--- src/rtl/reg_ring_initiator.sv ---
// Single master of the UDP register ring: launches one request at the ring head,
// waits for it to come back at the tail, and reports data/error to the local requester.
`ifndef UDP_REG_ADDR_WIDTH
`define UDP_REG_ADDR_WIDTH 23
`endif
`ifndef CPCI_NF2_DATA_WIDTH
`define CPCI_NF2_DATA_WIDTH 32
`endif

module reg_ring_initiator #(
    parameter int                           UDP_REG_SRC_WIDTH = 2,
    parameter logic [UDP_REG_SRC_WIDTH-1:0] SRC_ID            = 2'd1,
    parameter int                           TIMEOUT           = 127
) (
    input  logic                             clk,
    input  logic                             reset,
    input  logic                             cmd_req,
    input  logic                             cmd_rd_wr_L,
    input  logic [`UDP_REG_ADDR_WIDTH-1:0]   cmd_addr,
    input  logic [`CPCI_NF2_DATA_WIDTH-1:0]  cmd_data,
    output logic                             busy,
    output logic                             cmd_done,
    output logic [`CPCI_NF2_DATA_WIDTH-1:0]  cmd_rd_data,
    output logic                             cmd_err,
    output logic [7:0]                       stray_count,
    output logic                             reg_req_out,
    output logic                             reg_ack_out,
    output logic                             reg_rd_wr_L_out,
    output logic [`UDP_REG_ADDR_WIDTH-1:0]   reg_addr_out,
    output logic [`CPCI_NF2_DATA_WIDTH-1:0]  reg_data_out,
    output logic [UDP_REG_SRC_WIDTH-1:0]     reg_src_out,
    input  logic                             reg_req_in,
    input  logic                             reg_ack_in,
    input  logic                             reg_rd_wr_L_in,
    input  logic [`UDP_REG_ADDR_WIDTH-1:0]   reg_addr_in,
    input  logic [`CPCI_NF2_DATA_WIDTH-1:0]  reg_data_in,
    input  logic [UDP_REG_SRC_WIDTH-1:0]     reg_src_in
);
    localparam int AW = `UDP_REG_ADDR_WIDTH;
    localparam int DW = `CPCI_NF2_DATA_WIDTH;
    localparam logic [DW-1:0] ERR_DATA  = DW'(32'hdead_beef);
    localparam logic [7:0]    TIMEOUT_T = 8'(TIMEOUT);

    typedef enum logic [1:0] {IDLE, ISSUE, WAIT, DONE} state_t;

    state_t          state_reg, state_next;
    logic [7:0]      timer_reg, timer_next;
    logic            busy_reg, busy_next;
    logic            done_reg, done_next;
    logic [DW-1:0]   rd_data_reg, rd_data_next;
    logic            err_reg, err_next;
    logic [7:0]      stray_reg, stray_next;
    logic            ring_req_reg, ring_req_next;
    logic            ring_rw_reg, ring_rw_next;
    logic [AW-1:0]   ring_addr_reg, ring_addr_next;
    logic [DW-1:0]   ring_data_reg, ring_data_next;
    logic [UDP_REG_SRC_WIDTH-1:0] ring_src_reg, ring_src_next;
    logic            match;

    // Returned rd_wr_L/addr are not needed to identify our request; only src is.
    logic unused_ring_fields;
    assign unused_ring_fields = ^{reg_rd_wr_L_in, reg_addr_in};

    assign match = reg_req_in && (reg_src_in == SRC_ID);

    always_comb begin
        state_next     = state_reg;
        timer_next     = timer_reg;
        busy_next      = busy_reg;
        done_next      = 1'b0;
        rd_data_next   = rd_data_reg;
        err_next       = err_reg;
        stray_next     = stray_reg;
        ring_req_next  = 1'b0;
        ring_rw_next   = 1'b0;
        ring_addr_next = '0;
        ring_data_next = '0;
        ring_src_next  = '0;
        case (state_reg)
            IDLE: begin
                if (cmd_req) begin
                    // The command is latched straight into the ring head registers.
                    state_next     = ISSUE;
                    busy_next      = 1'b1;
                    ring_req_next  = 1'b1;
                    ring_rw_next   = cmd_rd_wr_L;
                    ring_addr_next = cmd_addr;
                    ring_data_next = cmd_data;
                    ring_src_next  = SRC_ID;
                end
            end
            ISSUE: begin
                state_next = WAIT;
                timer_next = '0;
            end
            WAIT: begin
                timer_next = timer_reg + 8'd1;
                if (match) begin
                    state_next   = DONE;
                    done_next    = 1'b1;
                    rd_data_next = reg_ack_in ? reg_data_in : ERR_DATA;
                    err_next     = !reg_ack_in;
                end else if (timer_next == TIMEOUT_T) begin
                    state_next   = DONE;
                    done_next    = 1'b1;
                    rd_data_next = ERR_DATA;
                    err_next     = 1'b1;
                end
            end
            DONE: begin
                state_next = IDLE;
                busy_next  = 1'b0;
            end
            default: begin
                state_next = IDLE;
                busy_next  = 1'b0;
            end
        endcase
        // Anything on the tail that is not our outstanding request is dropped and counted.
        if (reg_req_in && !(state_reg == WAIT && reg_src_in == SRC_ID) && stray_reg != 8'hff)
            stray_next = stray_reg + 8'd1;
    end

    always_ff @(posedge clk) begin
        if (reset) begin
            state_reg     <= IDLE;
            timer_reg     <= '0;
            busy_reg      <= 1'b0;
            done_reg      <= 1'b0;
            rd_data_reg   <= '0;
            err_reg       <= 1'b0;
            stray_reg     <= '0;
            ring_req_reg  <= 1'b0;
            ring_rw_reg   <= 1'b0;
            ring_addr_reg <= '0;
            ring_data_reg <= '0;
            ring_src_reg  <= '0;
        end else begin
            state_reg     <= state_next;
            timer_reg     <= timer_next;
            busy_reg      <= busy_next;
            done_reg      <= done_next;
            rd_data_reg   <= rd_data_next;
            err_reg       <= err_next;
            stray_reg     <= stray_next;
            ring_req_reg  <= ring_req_next;
            ring_rw_reg   <= ring_rw_next;
            ring_addr_reg <= ring_addr_next;
            ring_data_reg <= ring_data_next;
            ring_src_reg  <= ring_src_next;
        end
    end

    assign busy            = busy_reg;
    assign cmd_done        = done_reg;
    assign cmd_rd_data     = rd_data_reg;
    assign cmd_err         = err_reg;
    assign stray_count     = stray_reg;
    assign reg_req_out     = ring_req_reg;
    assign reg_ack_out     = 1'b0;
    assign reg_rd_wr_L_out = ring_rw_reg;
    assign reg_addr_out    = ring_addr_reg;
    assign reg_data_out    = ring_data_reg;
    assign reg_src_out     = ring_src_reg;

endmodule

--- config.mk ---
export PLATFORM = sky130hd
export DESIGN_NAME = reg_ring_initiator
export DESIGN_NICKNAME = d
export VERILOG_FILES = /design/src/rtl/reg_ring_initiator.sv
export SDC_FILE = /design/constraint.sdc
export NUM_CORES = 1
export LEC_CHECK = 0
export BUFFER_PORTS_ARGS = -buffer_cell sky130_fd_sc_hd__clkbuf_2
export CAP_MARGIN = 20
export CORE_MARGIN = 10
export CORE_UTILIZATION = 35
export CTS_CLUSTER_DIAMETER = 200
export DETAILED_ROUTE_END_ITERATION = 8
export PLACE_DENSITY = 0.72
export SYNTH_ARGS = -nofsm -noshare
export SYNTH_HDL_FRONTEND = slang
export SYNTH_SLANG_ARGS = --single-unit
--- constraint.sdc ---
create_clock -name clk -period 1.72 [get_ports clk]
set_input_delay 0.258 -clock clk [delete_from_list [all_inputs] [get_ports clk]]
set_output_delay 0.258 -clock clk [all_outputs]
set_load 0.1 [all_outputs]
Word level (Yosys, flattened, before mapping)

Index checks and enable logic that the tools add are counted.

Register bits: 112
Output and inout port bits: 103
Memories: 0
Latch bits: 0
Bits in writable memories: 0
Bits in read-only memories: 0
Input port bits: 119
Logic and storage cells: 57

Equal/unequal tests: 8
Magnitude comparators: 0
Divide/modulo/power cells: 0
Reductions and logical operators: 16
Bitwise operators: 3
Shift operators: 0
Muxes and demuxes: 16
Add/subtract/negate cells: 2
$mul: 0

Operator list:

| cell                  | count |
|---|---|
| $mux W32              | 3 |
| $add A8 B1 Y8 const B | 2 |
| $pmux W8 S2           | 1 |
| $eq A8 B7 Y1 const B  | 1 |
| $ne A8 B8 Y1 const B  | 1 |
| $pmux W2 S4           | 1 |
| $mux W1               | 7 |
| $mux W2               | 3 |
| $reduce_and A2 Y1     | 3 |
| $reduce_bool A2 Y1    | 3 |
| $eq A2 B1 Y1 const B  | 2 |
| $eq A2 B2 Y1 const B  | 2 |
| $logic_and A1 B1 Y1   | 4 |
| $reduce_or A2 Y1      | 2 |
| $ne A3 B3 Y1 const B  | 1 |
| $not A1 Y1            | 3 |
| $reduce_or A3 Y1      | 1 |
| $logic_not A1 Y1      | 2 |
| $logic_not A2 Y1      | 1 |
| $ne A2 B2 Y1 const B  | 1 |
| $pmux W1 S2           | 1 |

Depth between registers and ports, before layout

Gate-level depths: netlist of the first run.

Depth after elaboration: 5
Gate-level depth with buffers: 8
Mapped depth without buffers: 7

Worst setup path before layout of the first run

Ideal clock, no wire load.

Path type: reg-to-reg
Start: register stray_reg[0] (netlist: stray_count[0])
End: register stray_reg[5] (netlist: stray_count[5])
Buffers on the path: 0
Library setup time: 0.128 ns
Data required time: 1.592 ns
Stages on the path, launching flop included: 7
Setup slack: -0.613 ns
Period minus slack after synthesis: 2.333 ns
Data arrival time: 2.205 ns
Cell sequence: dfxtp_1 ha_1 nand3_1 o211ai_1 nor3_1 xnor2_1 nor2_1

Word-level cells in the longest chain between the ends: 2
Elaborated cells between the ends (all ways): 3
Classes of those cells: add/sub: 1; eq/ne: 1; reduce/logical: 1

RTL lines:

| item                                                                  | line | text |
|---|---|---|
| from (decl)                                                           | 52   | `logic [7:0] stray_reg, stray_next;` |
| from (signal assigned)                                                | 145  | `stray_reg <= stray_next;` |
| parallel branches: the longest is 2 deep, another holds $add A8 B1 Y8 | -    |  |

Parallel ways; which one is timed is not known.
A chain may end at the register's enable or synchronous reset.

Final worst setup path of the first run

Start: register timer_reg[1]
End: register rd_data_reg[1] (netlist: cmd_rd_data[1])

Word-level cells in the longest chain between the ends: 4

RTL lines:

| item                                | line | text |
|---|---|---|
| from (decl)                         | 47   | `logic [7:0] timer_reg, timer_next;` |
| from (signal assigned)              | 140  | `timer_reg <= timer_next;` |
| $add A8 B1 Y8                       | 97   | `timer_next = timer_reg + 8'd1;` |
| $eq A8 B7 Y1                        | 103  | `end else if (timer_next == TIMEOUT_T) begin` |
| $reduce_bool A2 Y1 (no source line) | -    |  |
| $reduce_and A2 Y1 (no source line)  | -    |  |
| to (signal assigned)                | 143  | `rd_data_reg <= rd_data_next;` |
| to (decl)                           | 50   | `logic [DW-1:0] rd_data_reg, rd_data_next;` |

No other way between the ends.

==> out/qor.yml, run 1 <==
rsz0062_at_grt: "true"
cap_violations: 0
routabilityCongestion: 0.8286
portBuffers: 195
status: "finished with violations"
place_ws_ns: -0.1163
cellPowerDensity_nw_per_um2: 1282
final_antenna_net_count: 0
tightest_slew_ns: 0.5890
final_common_cell: "clkbuf_2"
die_x_um: 127.8
syn_area_um2: 4068
synth_fa_ha_area_share_pct: 1.846
slowest_delay_ns: 0.41
cts-root-buf: "clkbuf_16"
slowest_stage: "a2111oi_4"
finalMaxSlewViolations: 0
synth-seq-cells: 110
clk_pin_slew_ns: 0.08
reg2regPathDepth: 7
drtIter0Drc: 83
wire_per_inst_um: 15.66
p_leak_nw: 2.625
synth_edf_count: 0
layout-drive-gt1-share_pct: 46.90
dpl_cell_area_um2: 5399
grt-ovfl-total: 0
min_path_type: "input port to flip-flop"
cts_tree: "done"
grt_usage_pct: 14.44
p_total_w: 0.007386
dr.pass1.iters: 4
synth_mux_area_share_pct: 0.4922
cts_buffers: 9
ys.flop_type: "dfxtp_1"
fin_crit_sh_pct: 103.7
fin_crit_ns: 1.783
syn_area_per_cell_um2: 9.731
fin_setup_tns_ns: -1.190
worstSetupPathType: "flip-flop to flip-flop"
htreeDepth: 3
clk_latency_ns: 0.35
postSynth.asyncResetShare_pct: 0
fin_area_um2: 5763
min-delay-start: "cmd_data[29]"
grt_max_degree: 58
violations: "negative setup slack"
rows: 39
worstPathRequired_ns: 2.01
slew_headroom_pct: 60.90
antenna_cells: 0
avgViaCountPerCell: 4.696
final_hold_viol_count: 0
clock_skew_ns: 0.006750
synthSimpleGateAreaFrac_pct: 22.42
crit_fanout: 18
start_kind: "flip-flop"
regToRegStartpoint: "timer_reg[1]"
hold_depth: 2
ys_types: 44
cts_buffer_depth: 2
netlist_instances: 418
vias: 3625
areaGrowthSynthToFinish_pct: 41.68
core_um2: 11420
hold_end: "reg_data_out[29]"
mostFrequentLayoutCells: "195 x clkbuf_2, 97 x dfxtp_1, 70 x nor2_1, 56 x and2_1, 25 x buf_4"
grt_pass1_wl_um: 19280
synth_top_family_by_area: "simple AND/OR/NAND/NOR gates"
worstPathArrival_ns: 2.07
nets: 749
synth-compound-area-share_pct: 15.13
post-route-util_pct: 50.47
drc_errors: 0
layout_setup_ws_ns: -0.06289
r2r_end: "cmd_rd_data[1]"
antenna_found_initial: 0
fmax_mhz: 560.9
peakVddDrop_v: 0.0008856
synth-seq-area-share_pct: 54.14
grt_pass1_vias: 3813
initial_core_util_pct: 35.62
synth_xor_area_share_pct: 1.292
holdBufCountCts: 0
setup_viol: 31
cp_num_buf_inv: 2
worstSetupEndpointType: "flip-flop"
num_io_pins: 222
cts_sinks: 110
reg2reg_slack_ns: -0.06
path_delay_family: "compound AO/OA/AOI/OAI gates"
wl_um: 12090
fp.dieH_um: 127.8
path_cells: "buf_4 -> a21boi_1 -> o21ai_2 -> a2111oi_4 -> a21o_4 -> buf_12 -> o221a_2"
yosys_warnings: 0
dieArea_um2: 16330
dpl.hpwl_um: 9699
==> stage by stage <==
| step | hold WS [ns] | std cells |
|---|---|---|
| 2_1_floorplan | 0.3797 | 419 |
| 3_3_place_gp | 0.4382 | 755 |
| 3_5_place_dp | 0.4592 | 755 |
| 4_1_cts | 0.09256 | 771 |
| 5_1_grt | 0.08778 | 772 |
| 6_report | 0.1044 | 772 |
==> layout make-up <==
cell class | count | area [um^2]
clock buffers | 9 | 225.2
clock inverters | 7 | 81.33
fillers | 1061 | 5655
inverters | 9 | 33.78
multi-input cells | 270 | 1762
flip-flops and latches | 110 | 2238
well taps | 143 | 178.9
repair buffers | 224 | 1244
==> worst register-to-register path: cells and delay by family, from the launching register on <==
| family | cells | cell delay (ns) |
|---|---|---|
| buf+inv | 2 | 0.29 |
| flops | 1 | 0.36 |
| compound gates | 5 | 1.08 |
==> power by group <==
part           internal, W  total [W]  switching (W)  leakage, nW
clock              0.00105    0.00210        0.00105        0.150
combinational     0.000561    0.00248        0.00192         1.57
sequential         0.00273    0.00281      0.0000850        0.902
==> routing by layer <==
metal / share of wire [%] / global-route usage (%)
met5: 0 / 0
met2: 50 / 24.59
met4: 0.74 / 2.980
met1: 36 / 14.34
met3: 14 / 9.719
==> synth_stat cells, drive strengths merged, types with 3 or more instances <==
master  count  area share (%)
nand3       9             1.2
and2       56             8.6
a21oi      19             2.3
o21ai       8            0.98
buf         9             1.8
nor2       72             6.6
xnor2       5             1.1
nor3        7            0.98
nand2      24             2.2
nand4       3            0.46
o221a      24             6.6
ha          6             1.8
a311oi      9             2.4
dfxtp     110              54
inv         9            0.83
clkbuf     21             1.9
==> timing repair <==
item                                   CTS  global route
resized for setup                        5             9
endpoints found under the hold margin    0             0
gates cloned                             0             0
setup buffers                            0             1
setup endpoints to repair               36            43
pin swaps                                3             1
==> cell families (layout without fill, tap and decap cells) <==
kind of cell	after synthesis	count (layout)
flops	110	110
compound gates	70	70
xor+xnor	6	6
simple gates	184	184
other cells	1	2
buf+inv	39	249
fa+ha+maj	6	6
mux	2	2
==> how the worst max path moves through the flow <==
stage	startpoint	endpoint	cells past startpoint
2_1_floorplan	stray_count[0]	stray_count[5]	6
3_3_place_gp	timer_reg[0]	cmd_rd_data[2]	7
3_5_place_dp	timer_reg[0]	cmd_rd_data[0]	7
4_1_cts	timer_reg[0]	cmd_rd_data[0]	7
5_1_grt	timer_reg[0]	cmd_rd_data[5]	7
6_report	timer_reg[1]	cmd_rd_data[1]	7
Note: power is estimated with default switching activity, not from simulation.
==> inputs of run 2 (changes only) <==
Settings changed: CTS_BUF_LIST set to sky130_fd_sc_hd__clkbuf_2.
==> run 2 against run 1 <==
Against the previous run: the flow still finishes with violations (negative setup slack); via count increased by 16%; first-iteration DRC count increased by 78%; sequential power increased by 1%; sequential share of layout area decreased by 6.5 points; non-clock buffer count increased by 92; clock-buffer cell count unchanged.
==> out/qor.yml, run 2 (synthesis results as in run 1) <==
portBuffers: 195
worstPathArrival_ns: 2.42
fin_crit_ns: 1.810
crit_start: "timer_reg[0]"
clk_latency_ns: 0.63
cap_violations: 0
clock_skew_ns: 0.02588
grt_usage_pct: 18.15
peakVddDrop_v: 0.0008090
grt-ovfl-total: 0
die_x_um: 127.8
wire_per_inst_um: 17.60
fp.dieH_um: 127.8
status: "finished with violations"
cts_buffer_depth: 2
layout_setup_ws_ns: -0.09007
fin_setup_tns_ns: -1.737
core_um2: 11420
path_cells: "ha_4 -> nor2b_4 -> nand2_2 -> a2111oi_4 -> a21o_4 -> buf_12 -> o221a_2"
violations: "negative setup slack"
mostFrequentLayoutCells: "103 x clkbuf_2, 94 x dfxtp_1, 91 x dlygate4sd3_1, 71 x nor2_1, 63 x clkbuf_4"
min_path_type: "input port to flip-flop"
rows: 39
areaGrowthSynthToFinish_pct: 71.21
internal_power_w: 0.003829
min-delay-start: "reg_req_in"
cts_sinks: 110
htreeDepth: 3
wl_um: 15260
power_switching_w: 0.003114
initial_core_util_pct: 35.62
grt_pass1_wl_um: 23820
slowest_delay_ns: 0.46
drc_errors: 0
finalMaxSlewViolations: 0
cts_buffers: 9
rsz0062_at_grt: "true"
num_io_pins: 222
grt_pass1_vias: 4503
netSwitchingFraction_pct: 44.85
dieArea_um2: 16330
final_hold_viol_count: 0
hold_depth: 4
path_delay_family: "compound AO/OA/AOI/OAI gates"
crit_fanout: 18
cts_tree: "done"
final_antenna_net_count: 0
final_common_cell: "clkbuf_2"
regToRegStartpoint: "timer_reg[0]"
dpl.hpwl_um: 9699
drtIter0Drc: 148
p_leak_nw: 3.053
routabilityCongestion: 0.8286
start_kind: "flip-flop"
cp_num_buf_inv: 1
cts-root-buf: "clkbuf_2"
power_frac_clock_pct: 18.3
setup_viol: 34
slowest_stage: "dfxtp_4"
grt_max_degree: 58
r2r_end: "cmd_rd_data[5]"
nets: 841
avgViaCountPerCell: 4.837
vias: 4194
p_comb_share_pct: 40.8
fin_cells: 867
worstSetupPathType: "flip-flop to flip-flop"
worstSetupEndpointType: "flip-flop"
antenna_found_initial: 1
fin_crit_sh_pct: 105.2
fmax_mhz: 552.5
layout-drive-gt1-share_pct: 42.44
hold_end: "stray_count[3]"
post-place-cells: 755
reg2reg_slack_ns: -0.09
seq_power_share_pct: 41.0
clk_pin_slew_ns: 0.33
worstPathRequired_ns: 2.33
cellPowerDensity_nw_per_um2: 997.0
reg2regPathDepth: 7
dr.pass1.iters: 4
## run 2: changes by cell type in the layout (fill, tap and decap cells not counted), sizes merged
cell         before  now
diode             0    3
buf              29   47
clkbuf          204  187
dlygate4sd3       0   91
## run 2: worst reg2reg max path: stages (launching register included)
cell and delay, ns:
dfxtp_4 0.46, ha_4 0.17, nor2b_4 0.16, nand2_2 0.08, a2111oi_4 0.36, a21o_4 0.22, buf_12 0.15, o221a_2 0.20
## run 2: cell type report
type / count / area, um^2
Fill cell: 870 / 4454
Timing Repair Buffer: 316 / 2554
Sequential cell: 110 / 2250
Multi-Input combinational cell: 270 / 1814
Tap cell: 143 / 178.9
Clock inverter: 7 / 81.33
Clock buffer: 9 / 45.04
Inverter: 9 / 33.78
Antenna cell: 3 / 7.507
## run 2: how the worst max path moves through the flow
stage / cells past startpoint / end / slack, ns
final: 7 / cmd_rd_data[5] / -0.09
after global routing: 7 / cmd_rd_data[2] / -0.19
after CTS: 7 / cmd_rd_data[1] / -0.13
after detailed placement: 7 / cmd_rd_data[0] / -0.12
after global placement: 7 / cmd_rd_data[2] / -0.06
after floorplan: 6 / stray_count[5] / -0.02
## run 2: per-stage QoR
| step | total power, W | hold slack, ns | instance area [um^2] | worst slack [ns] | utilization [%] |
|---|---|---|---|---|---|
| finish | 0.006943 | 0.1451 | 6964 | -0.09007 | 60.99 |
| global route | 0.007266 | 0.1452 | 6962 | -0.1881 | 60.97 |
| CTS | 0.006870 | 0.07642 | 6843 | -0.1252 | 59.93 |
| detailed placement | 0.005320 | 0.4592 | 5399 | -0.1163 | 47.28 |
| global placement | 0.005275 | 0.4382 | 5399 | -0.05572 | 47.28 |
| floorplan | 0.004785 | 0.3797 | 4131 | -0.02412 | - |
## run 2: power groups by stage
stage	clock [W]	combinational (W)	sequential, W
4_1_cts	0.00131	0.00273	0.00283
5_1_grt	0.00140	0.00299	0.00287
2_1_floorplan	0	0.000735	0.00405
3_3_place_gp	0	0.00241	0.00286
6_report	0.00127	0.00283	0.00285
3_5_place_dp	0	0.00245	0.00287
## run 2: layer usage
| metal | share of wire [%] | routed length (um) | track usage (%) | vias up |
|---|---|---|---|---|
| met4 | 3.1 | 472 | 8.013 | 0 |
| met5 | 0 | 0 | 0 | - |
| met2 | 49 | 7544 | 30.49 | 212 |
| met1 | 37 | 5680 | 19.01 | 1932 |
| met3 | 10 | 1565 | 8.478 | 30 |
| li1 | - | - | - | 2020 |
## run 2: timing repair
action / CTS / global route
setup buffers: 0 / 2
gates cloned: 0 / 0
hold buffers: 91 / 0
endpoints found under the hold margin: 90 / 0
setup endpoints to repair: 137 / 64
pin swaps: 4 / 3
gates resized for setup: 129 / 43
==> inputs of run 3 (changes only) <==
--- a/constraint.sdc
+++ b/constraint.sdc
@@ -3,2 +3,2 @@
 set_output_delay 0.258 -clock clk [all_outputs]
-set_load 0.1 [all_outputs]
+set_load 0.01 [all_outputs]
==> run 3 against run 2 <==
Against the previous run: the run still ends with negative setup slack left; sequential power about the same; total power down 16%; flip-flop and latch count unchanged; via count up 0.31%.
==> out/qor.yml, run 3 (synthesis results as in run 1) <==
min_path_type: "input port to flip-flop"
worstPathArrival_ns: 2.46
finalMaxSlewViolations: 0
grt_pass1_vias: 4466
clock_skew_ns: 0.04039
portBuffers: 195
cts_tree: "done"
dieArea_um2: 16330
peakVddDrop_v: 0.0006037
rsz0062_at_grt: "true"
drtIter0Drc: 183
grt_usage_pct: 18.14
netSwitchingFraction_pct: 33.26
drc_errors: 0
seq_area_um2: 2222
grt-ovfl-total: 0
rows: 39
fin_area_um2: 6539
cellPowerDensity_nw_per_um2: 891.0
worstSetupPathType: "flip-flop to flip-flop"
cts_buffer_depth: 2
p_leak_nw: 2.957
layout_setup_ws_ns: -0.1484
fill_cells: 914
fp.dieH_um: 127.8
final_common_cell: "clkbuf_2"
fmax_mhz: 535.2
place_ws_ns: -0.1207
power_frac_clock_pct: 23.4
grt_max_degree: 58
cts-root-buf: "clkbuf_2"
wl_um: 15400
violations: "negative setup slack"
setup_viol: 33
clk_pin_slew_ns: 0.35
dpl.hpwl_um: 9697
worstSetupEndpointType: "flip-flop"
start_kind: "flip-flop"
wire_per_inst_um: 17.80
internal_power_w: 0.003889
fin_crit_ns: 1.868
num_io_pins: 222
status: "finished with violations"
nets: 842
antenna_found_initial: 0
dr.pass1.iters: 4
cap_violations: 0
worstPathRequired_ns: 2.31
power_switching_w: 0.001938
vias: 4207
layout-drive-gt1-share_pct: 41.97
cts_sinks: 110
htreeDepth: 3
grt_pass1_wl_um: 23830
clk_latency_ns: 0.65
areaGrowthSynthToFinish_pct: 60.75
avgViaCountPerCell: 4.864
core_um2: 11420
crit_fanout: 12
whs_ns: 0.1192
seq_power_share_pct: 48.8
cts_buffers: 9
dpl_cell_area_um2: 5306
routabilityCongestion: 0.8084
die_x_um: 127.8
final_hold_viol_count: 0
antenna_cells: 0
multi_input_area_um2: 1792
final_antenna_net_count: 0
initial_core_util_pct: 35.62
fin_crit_sh_pct: 108.6
mostFrequentLayoutCells: "204 x clkbuf_2, 100 x dfxtp_1, 89 x dlygate4sd3_1, 70 x nor2_1, 56 x and2_1"
p_comb_share_pct: 27.8
==> run 3: changes by cell type in the layout (fill, tap and decap cells not counted), moves of 3 or more <==
cell / change
buf_4: -12
clkbuf_2: +101
clkbuf_4: -63
clkbuf_8: -21
dfxtp_1: +6
dfxtp_4: -8
diode_2: -3
o221a_2: +3
o221a_4: -3
==> run 3: worst max-delay path, stage by stage, from the launching register on <==
cell       delay, ns
dfxtp_4         0.47
ha_4            0.18
nor2b_4         0.16
nand2_2         0.08
a2111oi_4       0.36
a21o_4          0.25
buf_12          0.15
o221a_2         0.19
==> run 3: final cells by class <==
type	count	share of cell area, %
Tap cell	143	2.736
Multi-Input combinational cell	270	27.40
Timing Repair Buffer	317	33.14
Inverter	9	0.5166
Clock buffer	9	0.6889
Clock inverter	7	1.531
Sequential cell	110	33.98
==> run 3: metrics by stage <==
stage / TNS (ns) / cells / total power (W) / utilization [%]
2_1_floorplan: 0 / 419 / 0.003636 / -
3_3_place_gp: -2.083 / 751 / 0.004118 / 46.47
3_5_place_dp: -3.344 / 751 / 0.004172 / 46.47
4_1_cts: -3.264 / 859 / 0.005722 / 56.33
5_1_grt: -7.076 / 865 / 0.006132 / 57.27
6_report: -3.767 / 865 / 0.005826 / 57.27
==> run 3: power by group through the flow <==
| stage | clock network, W | logic [W] | registers (W) |
|---|---|---|---|
| 5_1_grt | 0.00151 | 0.00176 | 0.00286 |
| 2_1_floorplan | 0 | 0.000687 | 0.00295 |
| 4_1_cts | 0.00140 | 0.00149 | 0.00283 |
| 6_report | 0.00136 | 0.00162 | 0.00284 |
| 3_3_place_gp | 0 | 0.00125 | 0.00286 |
| 3_5_place_dp | 0 | 0.00130 | 0.00287 |
==> run 3: path summary, 6_finish.rpt <==
check | end | start | cells after the start | slack (ns)
max | cmd_rd_data[1] | timer_reg[1] | 7 | -0.15
min | reg_src_out[0] | reset | 3 | 0.12
max reg2reg | cmd_rd_data[1] | timer_reg[1] | 7 | -0.15
min reg2reg | cmd_err | cmd_err | 2 | 0.49
==> run 3: per-layer routing <==
layer	up-vias	GRT usage (%)	part of all wire [%]
li1	2012	-	-
met1	1979	18.64	37
met2	181	30.61	49
met3	35	9.595	11
met4	0	6.887	2.6
met5	-	0	0
==> run 3: repair_timing <==
| action | in CTS | in global routing |
|---|---|---|
| gates resized for setup | 13 | 19 |
| gates cloned | 1 | 0 |
| setup buffers | 2 | 6 |
| endpoints found under the setup margin | 36 | 46 |
| endpoints found under the hold margin | 89 | 0 |
| hold buffers | 89 | 0 |
| pin swaps | 4 | 3 |
